## config.mk

```make
export PLATFORM = sky130hd
export DESIGN_NAME = input_deserializer
export DESIGN_NICKNAME = d
export VERILOG_FILES = /design/src/rtl/nn_pkg.sv /design/src/rtl/deser_word_buffer.sv /design/src/rtl/input_deserializer.sv
export SDC_FILE = /design/constraint.sdc
export NUM_CORES = 1
export LEC_CHECK = 0
export BUFFER_PORTS_ARGS = -buffer_cell sky130_fd_sc_hd__buf_2
export CAP_MARGIN = 0
export CORE_AREA = 3 3 140 142
export CTS_CLUSTER_DIAMETER = 40
export DETAILED_ROUTE_END_ITERATION = 7
export DIE_AREA = 0 0 143 145
export PLACE_DENSITY_LB_ADDON = 0.2
export SYNTH_ARGS = -nofsm -noshare
export SYNTH_HDL_FRONTEND = slang
export SYNTH_SLANG_ARGS = --single-unit
```

## constraint.sdc

```tcl
create_clock -name clk -period 5.98 [get_ports clk]
set_input_delay 0.299 -clock clk [delete_from_list [all_inputs] [get_ports clk]]
set_output_delay 0.299 -clock clk [all_outputs]
set_load 0.03 [all_outputs]
```

## src/rtl/nn_pkg.sv

```systemverilog
// Shared types and helpers for the input deserializer and the layer modules.
// DESER_DOUBLE_BUFFER_EN adds the FULL_WAIT state used by the double-buffered build.
package nn_pkg;

  localparam int DATA_WIDTH = 8;

  typedef enum logic [1:0] {
    ST_FILL      = 2'd0,
`ifdef DESER_DOUBLE_BUFFER_EN
    ST_HOLD      = 2'd1,
    ST_FULL_WAIT = 2'd2
`else
    ST_HOLD      = 2'd1
`endif
  } deser_state_t;

  // Word k of a frame bus sits at [slot_msb(k, w) -: w].
  function automatic int slot_msb(input int k, input int w);
    return (k + 1) * w - 1;
  endfunction

endpackage

```

## src/rtl/deser_word_buffer.sv

```systemverilog
// numWords x dataWidth register file with a single-slot write port and a
// whole-frame parallel load port (load wins when both are active).
module deser_word_buffer
  import nn_pkg::*;
#(
  parameter int DW = DATA_WIDTH,
  parameter int NW = 16,
  parameter int CW = $clog2(NW + 1)
) (
  input  logic             clk,
  input  logic             rst,
  input  logic             wr_en_i,
  input  logic [CW-1:0]    wr_slot_i,
  input  logic [DW-1:0]    wr_data_i,
  input  logic             load_en_i,
  input  logic [DW*NW-1:0] load_frame_i,
  output logic [DW*NW-1:0] frame_o
);

  logic [DW*NW-1:0] frame_q;

  always_ff @(posedge clk or posedge rst) begin
    if (rst) begin
      frame_q <= '0;
    end else if (load_en_i) begin
      frame_q <= load_frame_i;
    end else if (wr_en_i) begin
      for (int k = 0; k < NW; k++) begin
        if (wr_slot_i == CW'(k)) frame_q[slot_msb(k, DW) -: DW] <= wr_data_i;
      end
    end
  end

  assign frame_o = frame_q;

endmodule

```

## src/rtl/input_deserializer.sv

```systemverilog
// Packs a word-serial stream into one parallel frame of numWords words.
// Handshake: a word moves on a rising edge when inValid && inReady; a frame
// moves when outValid && outReady. Define DESER_DOUBLE_BUFFER_EN for a
// separate assembly buffer so a new frame can fill while the last one is held.
module input_deserializer
  import nn_pkg::*;
#(
  parameter int dataWidth    = DATA_WIDTH,
  parameter int numWords     = 16,
  parameter int counterWidth = $clog2(numWords + 1)
) (
  input  logic                          clk,
  input  logic                          reset,
  input  logic                          flush,
  input  logic [dataWidth-1:0]          inData,
  input  logic                          inValid,
  output logic                          inReady,
  output logic [dataWidth*numWords-1:0] outData,
  output logic                          outValid,
  input  logic                          outReady,
  output logic [counterWidth-1:0]       wordCount,
  output logic [1:0]                    dbgState
);

  deser_state_t            state_q, state_d;
  logic [counterWidth-1:0] count_q, count_d;
  logic                    accept;
  logic                    last_slot;

  assign inReady   = (state_q == ST_FILL);
  assign accept    = inValid && inReady;
  assign last_slot = (count_q == counterWidth'(numWords - 1));
  assign wordCount = count_q;
  assign dbgState  = state_q;

`ifdef DESER_DOUBLE_BUFFER_EN

  logic                          out_valid_q, out_valid_d;
  logic                          out_free;
  logic                          xfer;
  logic [dataWidth*numWords-1:0] asm_frame;
  logic [dataWidth*numWords-1:0] merged_frame;
  logic [dataWidth*numWords-1:0] xfer_frame;

  assign out_free = !out_valid_q || outReady;
  assign outValid = out_valid_q;

  // The last word is still on inData when the frame transfers, so splice it in.
  always_comb begin
    merged_frame = asm_frame;
    merged_frame[slot_msb(numWords - 1, dataWidth) -: dataWidth] = inData;
  end

  always_comb begin
    state_d     = state_q;
    count_d     = count_q;
    out_valid_d = out_valid_q;
    xfer        = 1'b0;
    xfer_frame  = asm_frame;
    if (flush) begin
      state_d     = ST_FILL;
      count_d     = '0;
      out_valid_d = 1'b0;
    end else begin
      if (out_valid_q && outReady) out_valid_d = 1'b0;
      case (state_q)
        ST_FILL: begin
          if (accept) begin
            if (last_slot) begin
              count_d = '0;
              if (out_free) begin
                xfer        = 1'b1;
                xfer_frame  = merged_frame;
                out_valid_d = 1'b1;
              end else begin
                state_d = ST_FULL_WAIT;
              end
            end else begin
              count_d = count_q + counterWidth'(1);
            end
          end
        end
        ST_FULL_WAIT: begin
          if (out_free) begin
            xfer        = 1'b1;
            out_valid_d = 1'b1;
            state_d     = ST_FILL;
          end
        end
        default: state_d = ST_FILL;
      endcase
    end
  end

  always_ff @(posedge clk or posedge reset) begin
    if (reset) begin
      state_q     <= ST_FILL;
      count_q     <= '0;
      out_valid_q <= 1'b0;
    end else begin
      state_q     <= state_d;
      count_q     <= count_d;
      out_valid_q <= out_valid_d;
    end
  end

  deser_word_buffer #(.DW(dataWidth), .NW(numWords), .CW(counterWidth)) u_asm_buf (
    .clk          (clk),
    .rst          (reset),
    .wr_en_i      (accept && !flush),
    .wr_slot_i    (count_q),
    .wr_data_i    (inData),
    .load_en_i    (1'b0),
    .load_frame_i ('0),
    .frame_o      (asm_frame)
  );

  deser_word_buffer #(.DW(dataWidth), .NW(numWords), .CW(counterWidth)) u_out_buf (
    .clk          (clk),
    .rst          (reset),
    .wr_en_i      (1'b0),
    .wr_slot_i    ('0),
    .wr_data_i    ('0),
    .load_en_i    (xfer),
    .load_frame_i (xfer_frame),
    .frame_o      (outData)
  );

`else

  assign outValid = (state_q == ST_HOLD);

  always_comb begin
    state_d = state_q;
    count_d = count_q;
    if (flush) begin
      state_d = ST_FILL;
      count_d = '0;
    end else begin
      case (state_q)
        ST_FILL: begin
          if (accept) begin
            if (last_slot) begin
              count_d = '0;
              state_d = ST_HOLD;
            end else begin
              count_d = count_q + counterWidth'(1);
            end
          end
        end
        ST_HOLD: begin
          if (outReady) state_d = ST_FILL;
        end
        default: state_d = ST_FILL;
      endcase
    end
  end

  always_ff @(posedge clk or posedge reset) begin
    if (reset) begin
      state_q <= ST_FILL;
      count_q <= '0;
    end else begin
      state_q <= state_d;
      count_q <= count_d;
    end
  end

  // A flushed beat is dropped, so it must not reach the buffer either.
  deser_word_buffer #(.DW(dataWidth), .NW(numWords), .CW(counterWidth)) u_buf (
    .clk          (clk),
    .rst          (reset),
    .wr_en_i      (accept && !flush),
    .wr_slot_i    (count_q),
    .wr_data_i    (inData),
    .load_en_i    (1'b0),
    .load_frame_i ('0),
    .frame_o      (outData)
  );

`endif

endmodule
```

### Yosys cells after proc, flatten, opt, wreduce, memory -nomap -nowiden

Cells that the tools add are included.

* add/subtract/negate cells: 1
* reduce and logical (&&, ||, !) cells: 25
* equal/unequal tests: 19
* muxes and demuxes: 9

Operator list (number)
* equality test 5 x 4 -> 1 bit, second input constant: 8
* AND reduction 2 bit: 17
* equality test 5 x 3 -> 1 bit, second input constant: 4
* 2-to-1 mux 5 bit: 4
* equality test 5 x 2 -> 1 bit, second input constant: 2
* inequality test 3 x 2 -> 1 bit, second input constant: 3
* 2-to-1 mux 2 bit: 4
* adder 5 x 1 -> 5 bit, second input constant: 1
* equality test 5 x 1 -> 1 bit, second input constant: 1
* zero test 5 bit: 1
* case mux 2 bit (2 select lines): 1
* nonzero test 2 bit: 2
* AND reduction 3 bit: 1
* equality test 2 x 1 -> 1 bit, second input constant: 1
* logical AND 1 bit: 2
* zero test 2 bit: 1
* zero test 1 bit: 1

* output and inout bits: 137
* register bits after elaboration: 135

### Depth between registers and ports, before layout

Gate-level depths: netlist of run 1.

* depth in word-level cells: 5
* depth in mapped cells: 5

### Cells and area by module

A second synthesis of run 1 with hierarchy kept.

* cell total of the unflattened synthesis: 792
* area total of the unflattened synthesis: 6949.2 sq um

Modules (own cells, without submodules)
* deser_word_buffer: sequential area each 3203.1 sq um, cells each 755, area an instance 6611.3 sq um, instances 1
* input_deserializer: sequential area each 150.1 sq um, cells each 37, area an instance 337.8 sq um, instances 1

### Worst setup path after synthesis of run 1

No wires, ideal clock.

* kind: register to register
* start: register state_q[0], in the netlist dbgState[0]
* end: register u_buf.frame_q[78], in the netlist u_buf.frame_o[78]
* data arrival time: 1713 ps
* slack: 4142 ps
* library setup time: 125 ps
* cell stages (with the launch flop): 6
* period minus slack after synthesis: 1838 ps
* data required time: 5855 ps
* cell sequence: dfrtp_1 > nor4b_4 > buf_6 > and3_1 > buf_6 > mux2_2

* longest elaborated chain between the ends: 4

RTL lines
* start: declaration: line input_deserializer.sv:25 `deser_state_t state_q, state_d;`
* start signal: assignment: line input_deserializer.sv:164 `state_q <= state_d;`
* zero test 2 bit: line input_deserializer.sv:30 `assign inReady = (state_q == ST_FILL);`
* logical AND 1 bit: line input_deserializer.sv:31 `assign accept = inValid && inReady;`
* logical AND 1 bit: line input_deserializer.sv:173 `.wr_en_i (accept && !flush),`
* AND reduction 2 bit (no source line)
* end signal: assignment: line deser_word_buffer.sv:26 `frame_q <= load_frame_i;`
* end signal: indexed assignment: line deser_word_buffer.sv:29 `if (wr_slot_i == CW'(k)) frame_q[slot_msb(k, DW) -: DW] <= wr_data_i;`
* end: declaration: line deser_word_buffer.sv:20 `logic [DW*NW-1:0] frame_q;`

No other way between the ends.
A chain may end at the register's enable or synchronous reset.

### Worst setup path after layout of run 1

* start: register state_q[0], in the netlist dbgState[0]
* end: register u_buf.frame_q[103], in the netlist u_buf.frame_o[103]

Same word-level chain as after synthesis.

==> out/metrics.cfg, run 1 <==
[drt]
drc = 0
wl_met2_mm = 6.985
top_layer_used = met4
dr.first_iter.drc_count = 105
vias = 3300
drt-met1-wl_mm = 6.463
wire_per_inst_um = 19.80
wl_met3_um = 779
ant_nets = 0
dr.pass1.iters = 4
routed_via_density = 4.527
wirelength_mm = 14.44

[synth]
syn_avg_cell_area_um2 = 15.74
ys_async_sr_fraction_pct = 100.0
dominantRegCellSynth = dfrtp_1
syn-instance-count = 338
synthTopCellsByCount = dfrtp_1 (134), mux2_2 (128), clkbuf_1 (10)
yosysTopAreaCellShare_pct = 63.01
synth-seq-cells = 134
yosysWarnings = 0
syn_nets = 355
yosysTopAreaCell = dfrtp_1
ys_top_cells_by_area = dfrtp_1 (63%), mux2_2 (27%), buf_6 (1.5%), and3_1 (0.94%), ha_1 (0.94%)
synth.distinct_cells = 26
yosysMostFrequentCell = dfrtp_1
synth_edf_count = 0
seq_area_frac_synth_pct = 63.01
synth_area_mm2 = 0.005321

[worst_setup_path]
crit_buf_inv = 0
path_cells = nor4b_4 -> and4_1 -> mux2_2
crit_family = simple AND/OR/NAND/NOR gates
cp.arrival_ns = 2.63
cp_max_fo = 16
crit-reg2reg-capture = u_buf.frame_o[103]$_DFFE_PP0P_
rr_worst_depth = 3
worst_setup_path_end_kind = flop
cp_num_cells = 3
critPathLaunchType = flop
cp_slowest_cell = nor4b_4
ff2ff_setup_slack_ns = 3.65
crit_type = flop to flop
cp.required_ns = 6.28
critPathLaunch = dbgState[0]$_DFFE_PP0P_
timing.rr.start = dbgState[0]$_DFFE_PP0P_
cpPeakStageDelay_ns = 0.69
endpoint = u_buf.frame_o[103]$_DFFE_PP0P_

[sta]
hold_ws_ns = 0.1805
tns_ns = 0
post-route-min-period_ns = 2.334
drv_slew = 0
hold_viol = 0
skew_ns = 0.01043
fmax_mhz = 428.5
finalSetupViolCount = 0
max_slew_margin_pct = 40.97
min_period_over_period_pct = 39.02
rsz0062_at_grt = no
worst_pin_slew_ns = 0.8854

[pwr]
ir_drop_mv = 0.1869
power_mw = 2.409
power_density_mw_per_mm2 = 353.7
p_leak_nw = 3.717

[run_status]
status = finished clean

[layout]
area_delta_synth_final_pct = 28.00
nets = 499
drive_gt1_share_pct = 63.64
n_antenna_cell = 0
fillers = 1793

[worst_hold_path]
worstHoldPathType = input port to flop
hold_path_depth = 2

[clock_tree]
clock_path_buffers = 2
cts_tree = built
clock_latency_ns = 0.42
clock-sinks = 134
cts-root-buf = clkbuf_16
path_clk_slew_ns = 0.06
numCtsBuffers = 17
htreeDepth = 4
cts_resized = 0

[global_route]
track_usage_pct = 14.23
antenna_found_initial = 0
grt_pass1_vias = 3395
grt-ovfl-total = 0
grt_max_degree = 69
grt_pass1_wl_mm = 21.82

[floorplanning]
core_area_mm2 = 0.01858
num_rows = 50
ioPinCount = 150
die_y_um = 145
die_area_mm2 = 0.02074
die_width_um = 143
initial_core_util_pct = 28.64

[run]
drv_cap = 0

[placed_design]
hpwl_mm = 9.668
io_buffers = 148
gp_congestion = 0.7502

[stage by stage]
| stage | cells | utilization [%] | cell area [um2] | setup WS (ns) |
|---|---|---|---|---|
| floorplan | 338 | - | 5321 | 2.098 |
| global placement | 696 | 33.35 | 6196 | 3.720 |
| detailed placement | 696 | 33.35 | 6196 | 3.665 |
| CTS | 729 | 36.66 | 6812 | 3.632 |
| global route | 729 | 36.66 | 6812 | 3.459 |
| finish | 729 | 36.66 | 6812 | 3.646 |
[state kept, by name (all words and copies together) (netlist names)]
| name | cells |
|---|---|
| wordCount | 5 |
| u_buf.frame_o | 128 |
| dbgState | 1 |
[worst min path at each step]
stage / start / end
floorplan: flush / wordCount[0]$_DFFE_PP0P_
finish: flush / wordCount[1]$_DFFE_PP0P_
global placement: reset / u_buf.frame_o[79]$_DFFE_PP0P_
global route: flush / wordCount[1]$_DFFE_PP0P_
detailed placement: reset / u_buf.frame_o[78]$_DFFE_PP0P_
CTS: flush / wordCount[0]$_DFFE_PP0P_
[what timing repair did]
action	CTS	global route
hold buffers	1	0
endpoints found under the setup margin	0	0
endpoints found under the hold margin	24	0
buffers inserted	0	0
[where the power goes]
group | leakage, nW | internal (mW) | switching (mW)
clock | 0.290 | 0.657 | 0.408
combinational | 1.61 | 0.103 | 0.233
sequential | 1.82 | 0.975 | 0.0334
[layer usage]
| layer | vias up | global-route usage, % |
|---|---|---|
| met3 | 16 | 4.252 |
| met5 | - | 0 |
| met2 | 101 | 22.60 |
| li1 | 1481 | - |
| met1 | 1702 | 18.56 |
| met4 | 0 | 4.610 |
[area by class of cell]
class / count / area [um2] / share of cell area (%)
clock buffer: 17 / 425.4 / 6.245
clock inverter: 15 / 180.2 / 2.645
inverter: 4 / 20.02 / 0.2939
multi-input combinational: 175 / 1782 / 26.16
sequential: 134 / 3353 / 49.23
tap: 234 / 292.8 / 4.298
timing repair buffer: 150 / 758.2 / 11.13
[worst register-to-register path: stages, from the launching register on]
cell	delay [ns]
dfrtp_1	0.47
nor4b_4	0.69
and4_1	0.65
mux2_2	0.40
[cell usage in the layout (no fill, tap or decap), drive strengths merged]
| master | instances |
|---|---|
| buf | 149 |
| dfrtp | 134 |
| mux2 | 128 |
| clkbuf | 17 |
| and3 | 8 |
| nand3 | 8 |
| clkinv | 7 |
| inv | 6 |
| and4 | 4 |
| nand2 | 4 |
| nor2 | 4 |
| ha | 4 |
| nor2b | 3 |
| bufinv | 3 |
| clkinvlp | 3 |
| a21oi | 2 |
| nor4b | 1 |
| nand4b | 1 |
| nand2b | 1 |
| nand3b | 1 |
| xor2 | 1 |
| or3 | 1 |
| a31oi | 1 |
| a21o | 1 |
| nor3b | 1 |
| conb | 1 |
| dlygate4sd3 | 1 |
[cells by family (layout without fill, tap and decap cells)]
group,count (synthesis),count (layout),synth area share [%]
flip-flops,134,134,63.01
adder cells (fa/ha/maj),4,4,0.9406
AO/OA/AOI/OAI,4,4,0.4469
AND/OR/NAND/NOR,37,37,4.773
multiplexers,128,128,27.09
buffers and inverters,29,186,3.503
XOR/XNOR,1,1,0.1646
other,1,1,0.07047
(Power assumes the default switching activity.)
==> inputs of run 2 (changes only) <==
- ABC_AREA: default -> 1
- CORE_AREA: 3 3 140 142 -> 3 3 150 152
- DIE_AREA: 0 0 143 145 -> 0 0 153 155
- clock period: 5.98 -> 1.9 ns (I/O delays scaled with it)
==> run 2 against run 1 <==
Count of clock-buffer cells in the layout grew 4; first-iteration DRC count grew to 2.5 times the previous value; largest cell class unchanged; highest routed layer unchanged; largest power group unchanged; combinational power grew to 3.5 times the previous value; non-clock buffer count up 16; sequential share of layout area down 5.4 points; critical endpoint is now u_buf.frame_o[122]$_DFFE_PP0P_; fmax is 46% higher; design area is 12% higher.
==> out/metrics.cfg, run 2 <==
[pwr]
ir_drop_mv = 0.5129  ; +170%
p_int_mw = 5.685  ; +230%
power_mw = 7.964  ; +230%
pwr-share-seq_pct = 39.8  ; -2.0 points
power_density_mw_per_mm2 = 1040  ; +190%
p_comb_share_pct = 15.0  ; +1.1 points
p_clk_share_pct = 45.2  ; +1.0 points
power_switching_share_pct = 28.61  ; +0.63 points
p_leak_nw = 4.252  ; +14%
p_sw_mw = 2.279  ; +240%

[layout]
final_cells = 1067  ; +46%
final_common_cell = nand2_1
largest_reg_flops = 128  ; unchanged
nets = 797  ; +60%
mostFrequentLayoutCells = nand2_1 (281), buf_2 (148), dfrtp_1 (134), nand4_1 (89), o21ai_0 (32)
area_delta_synth_final_pct = 24.52
n_antenna_cell = 0  ; unchanged
drive_gt1_share_pct = 28.79  ; -35 points

[floorplanning]
die_y_um = 155  ; +6.9%
initial_core_util_pct = 29.07  ; +0.43 points
die_width_um = 153  ; +7.0%
ioPinCount = 150  ; unchanged
die_area_mm2 = 0.02372  ; +14%
core_area_mm2 = 0.02115  ; +14%
num_rows = 53  ; +6.0%

[worst_setup_path]
cp_max_fo = 8  ; -8
cp.arrival_ns = 1.94  ; -0.69 ns
critPathLaunchType = flop
crit_family = simple AND/OR/NAND/NOR gates
cpPeakStageDelay_ns = 0.48  ; -0.21 ns
crit_buf_inv = 1  ; +1
cp.required_ns = 2.25  ; -4.03 ns
crit_type = flop to flop
path_cells = ha_1 -> inv_1 -> nor2_8 -> nand2_1 -> nor2_2 -> nand2_1 -> nand2_1
cp_common_cell = nand2_1
cp_slowest_cell = dfrtp_1
worst_setup_path_end_kind = flop

[global_route]
grt_pass1_wl_mm = 29.46  ; +35%
grt-ovfl-total = 0  ; unchanged
antenna_found_initial = 0  ; unchanged
grt_pass1_vias = 4878  ; +44%
track_usage_pct = 15.85  ; +1.6 points
grt_max_degree = 114  ; +65%

[sta]
rsz0062_at_grt = no
fmax_mhz = 626.9  ; +46%
hold_viol = 0  ; unchanged
skew_ns = 0.01473  ; +0.004297 ns
post-route-min-period_ns = 1.595  ; -0.7385 ns
finalSetupViolCount = 0  ; unchanged
min_period_over_period_pct = 83.95  ; +45 points
drv_slew = 0  ; unchanged
max_slew_margin_pct = 55.15  ; +14 points
tns_ns = 0  ; unchanged
worst_pin_slew_ns = 0.6728  ; -0.2126 ns

[synth]
syn-instance-count = 644  ; +91%
dominantRegCellSynth = dfrtp_1
synth_area_mm2 = 0.006150  ; +16%
synth_top_family_by_area = simple AND/OR/NAND/NOR gates
yosys.area_share.simple_pct = 33.06  ; +28 points
syn_nets = 661  ; +86%
synth-seq-cells = 134  ; unchanged
yosysWarnings = 0  ; unchanged
synthTopCellsByCount = nand2_1 (281), dfrtp_1 (134), nand4_1 (89)
synthMuxAreaShare_pct = 0  ; -27 points
yosysTopAreaCell = dfrtp_1
yosysMostFrequentCell = nand2_1
synth_edf_count = 0  ; unchanged
seq_area_frac_synth_pct = 54.53  ; -8.5 points
yosysTopAreaCellShare_pct = 54.53  ; -8.5 points
ys_top_cells_by_area = dfrtp_1 (55%), nand2_1 (17%), nand4_1 (9.1%), buf_6 (4.6%), nand3_4 (3.1%)
ys_async_sr_fraction_pct = 100.0  ; unchanged
synthAdderAreaFrac_pct = 0.8138  ; -0.13 points
syn_avg_cell_area_um2 = 9.549  ; -39%
synth_xor_area_share_pct = 0  ; -0.16 points
synth.distinct_cells = 25  ; -3.8%
synth_compound_area_share_pct = 2.828  ; +2.4 points

[placed_design]
io_buffers = 148  ; unchanged
hpwl_mm = 11.57  ; +20%
gp_congestion = 0.7390  ; -1.5%
place_inst = 1034  ; +49%

[drt]
wirelength_mm = 18.61  ; +29%
drc = 0  ; unchanged
dr.pass1.iters = 4  ; unchanged
routed_via_density = 4.651  ; +2.8%
dr.first_iter.drc_count = 263  ; +150%
ant_nets = 0  ; unchanged
vias = 4963  ; +50%
wire_per_inst_um = 17.44  ; -12%

[clock_tree]
path_clk_slew_ns = 0.06  ; about the same
htreeDepth = 4  ; unchanged
clock_path_buffers = 2  ; unchanged
clock-sinks = 134  ; unchanged
cts_resized = 0  ; unchanged
cts-root-buf = clkbuf_16
numCtsBuffers = 17  ; unchanged
clock_latency_ns = 0.41  ; about the same
cts_tree = built

[worst_hold_path]
worstHoldPathType = input port to flop

[run_status]
status = finished clean

[run]
drv_cap = 0  ; unchanged

## run 2: final timing paths
| kind | to | depth (start not counted) | start | slack, ns |
|---|---|---|---|---|
| max reg2reg | u_buf.frame_o[122]$_DFFE_PP0P_ | 7 | wordCount[0]$_DFFE_PP0P_ | 0.30 |
| max | u_buf.frame_o[122]$_DFFE_PP0P_ | 7 | wordCount[0]$_DFFE_PP0P_ | 0.30 |
| min in group asynchronous | u_buf.frame_o[49]$_DFFE_PP0P_ | 4 | reset | 0.33 |
| max in group asynchronous | wordCount[4]$_DFFE_PP0P_ | 4 | reset | 0.97 |
| min reg2reg | u_buf.frame_o[44]$_DFFE_PP0P_ | 2 | u_buf.frame_o[44]$_DFFE_PP0P_ | 0.47 |
| min | dbgState[0]$_DFFE_PP0P_ | 2 | flush | 0.02 |
## run 2: worst reg2reg max path, delay by kind of cell (launching register included)
family | cells | cell delay [ns]
AND/OR/NAND/NOR | 5 | 0.64
flip-flops | 1 | 0.48
adder cells (fa/ha/maj) | 1 | 0.29
buffers and inverters | 1 | 0.13
## run 2: layout make-up
cell class,count,area [um2]
fillers,2189,13500
multi-input cells,447,2261
repair buffers,166,993.5
flip-flops and latches,134,3353
clock buffers,21,480.5
well taps,275,344.1
clock inverters,10,166.4
inverters,14,58.81
## run 2: metrics by stage
stage,util (%),area [um2],setup slack (ns),hold slack (ns)
finish,36.20,7657,0.3050,0.01992
global route,36.20,7657,0.04169,0.01391
CTS,36.20,7657,0.2701,0.004122
detailed placement,33.05,6990,0.3019,0.2186
global placement,33.05,6990,0.3073,0.2174
floorplan,-,6153,0.1398,0.1813
## run 2: power groups by stage
stage,Sequential (mW),Clock (mW),Combinational [mW]
4_1_cts,3.18,3.71,1.21
6_report,3.17,3.60,1.19
3_5_place_dp,3.23,0,1.21
2_1_floorplan,3.61,0,0.430
5_1_grt,3.20,3.83,1.30
3_3_place_gp,3.23,0,1.20
## run 2: logic make-up after synthesis
family / after synthesis
other cells: 1
flops: 134
simple gates: 408
buf+inv: 63
compound gates: 34
fa+ha+maj: 4
## run 2: metal layers
layer,share of wire [%],wire length [um],GRT usage (%),vias to the layer above
li1,-,-,-,2419
met1,47,8809,22.88,2390
met2,46,8486,23.81,149
met3,6.6,1220,4.618,5
met4,0.48,89,3.267,0
met5,0,0,0,-
## run 2: timing repair
action	4_1_cts	5_1_grt
hold buffers	2	0
endpoints found under the hold margin	135	0
buffers inserted	0	0
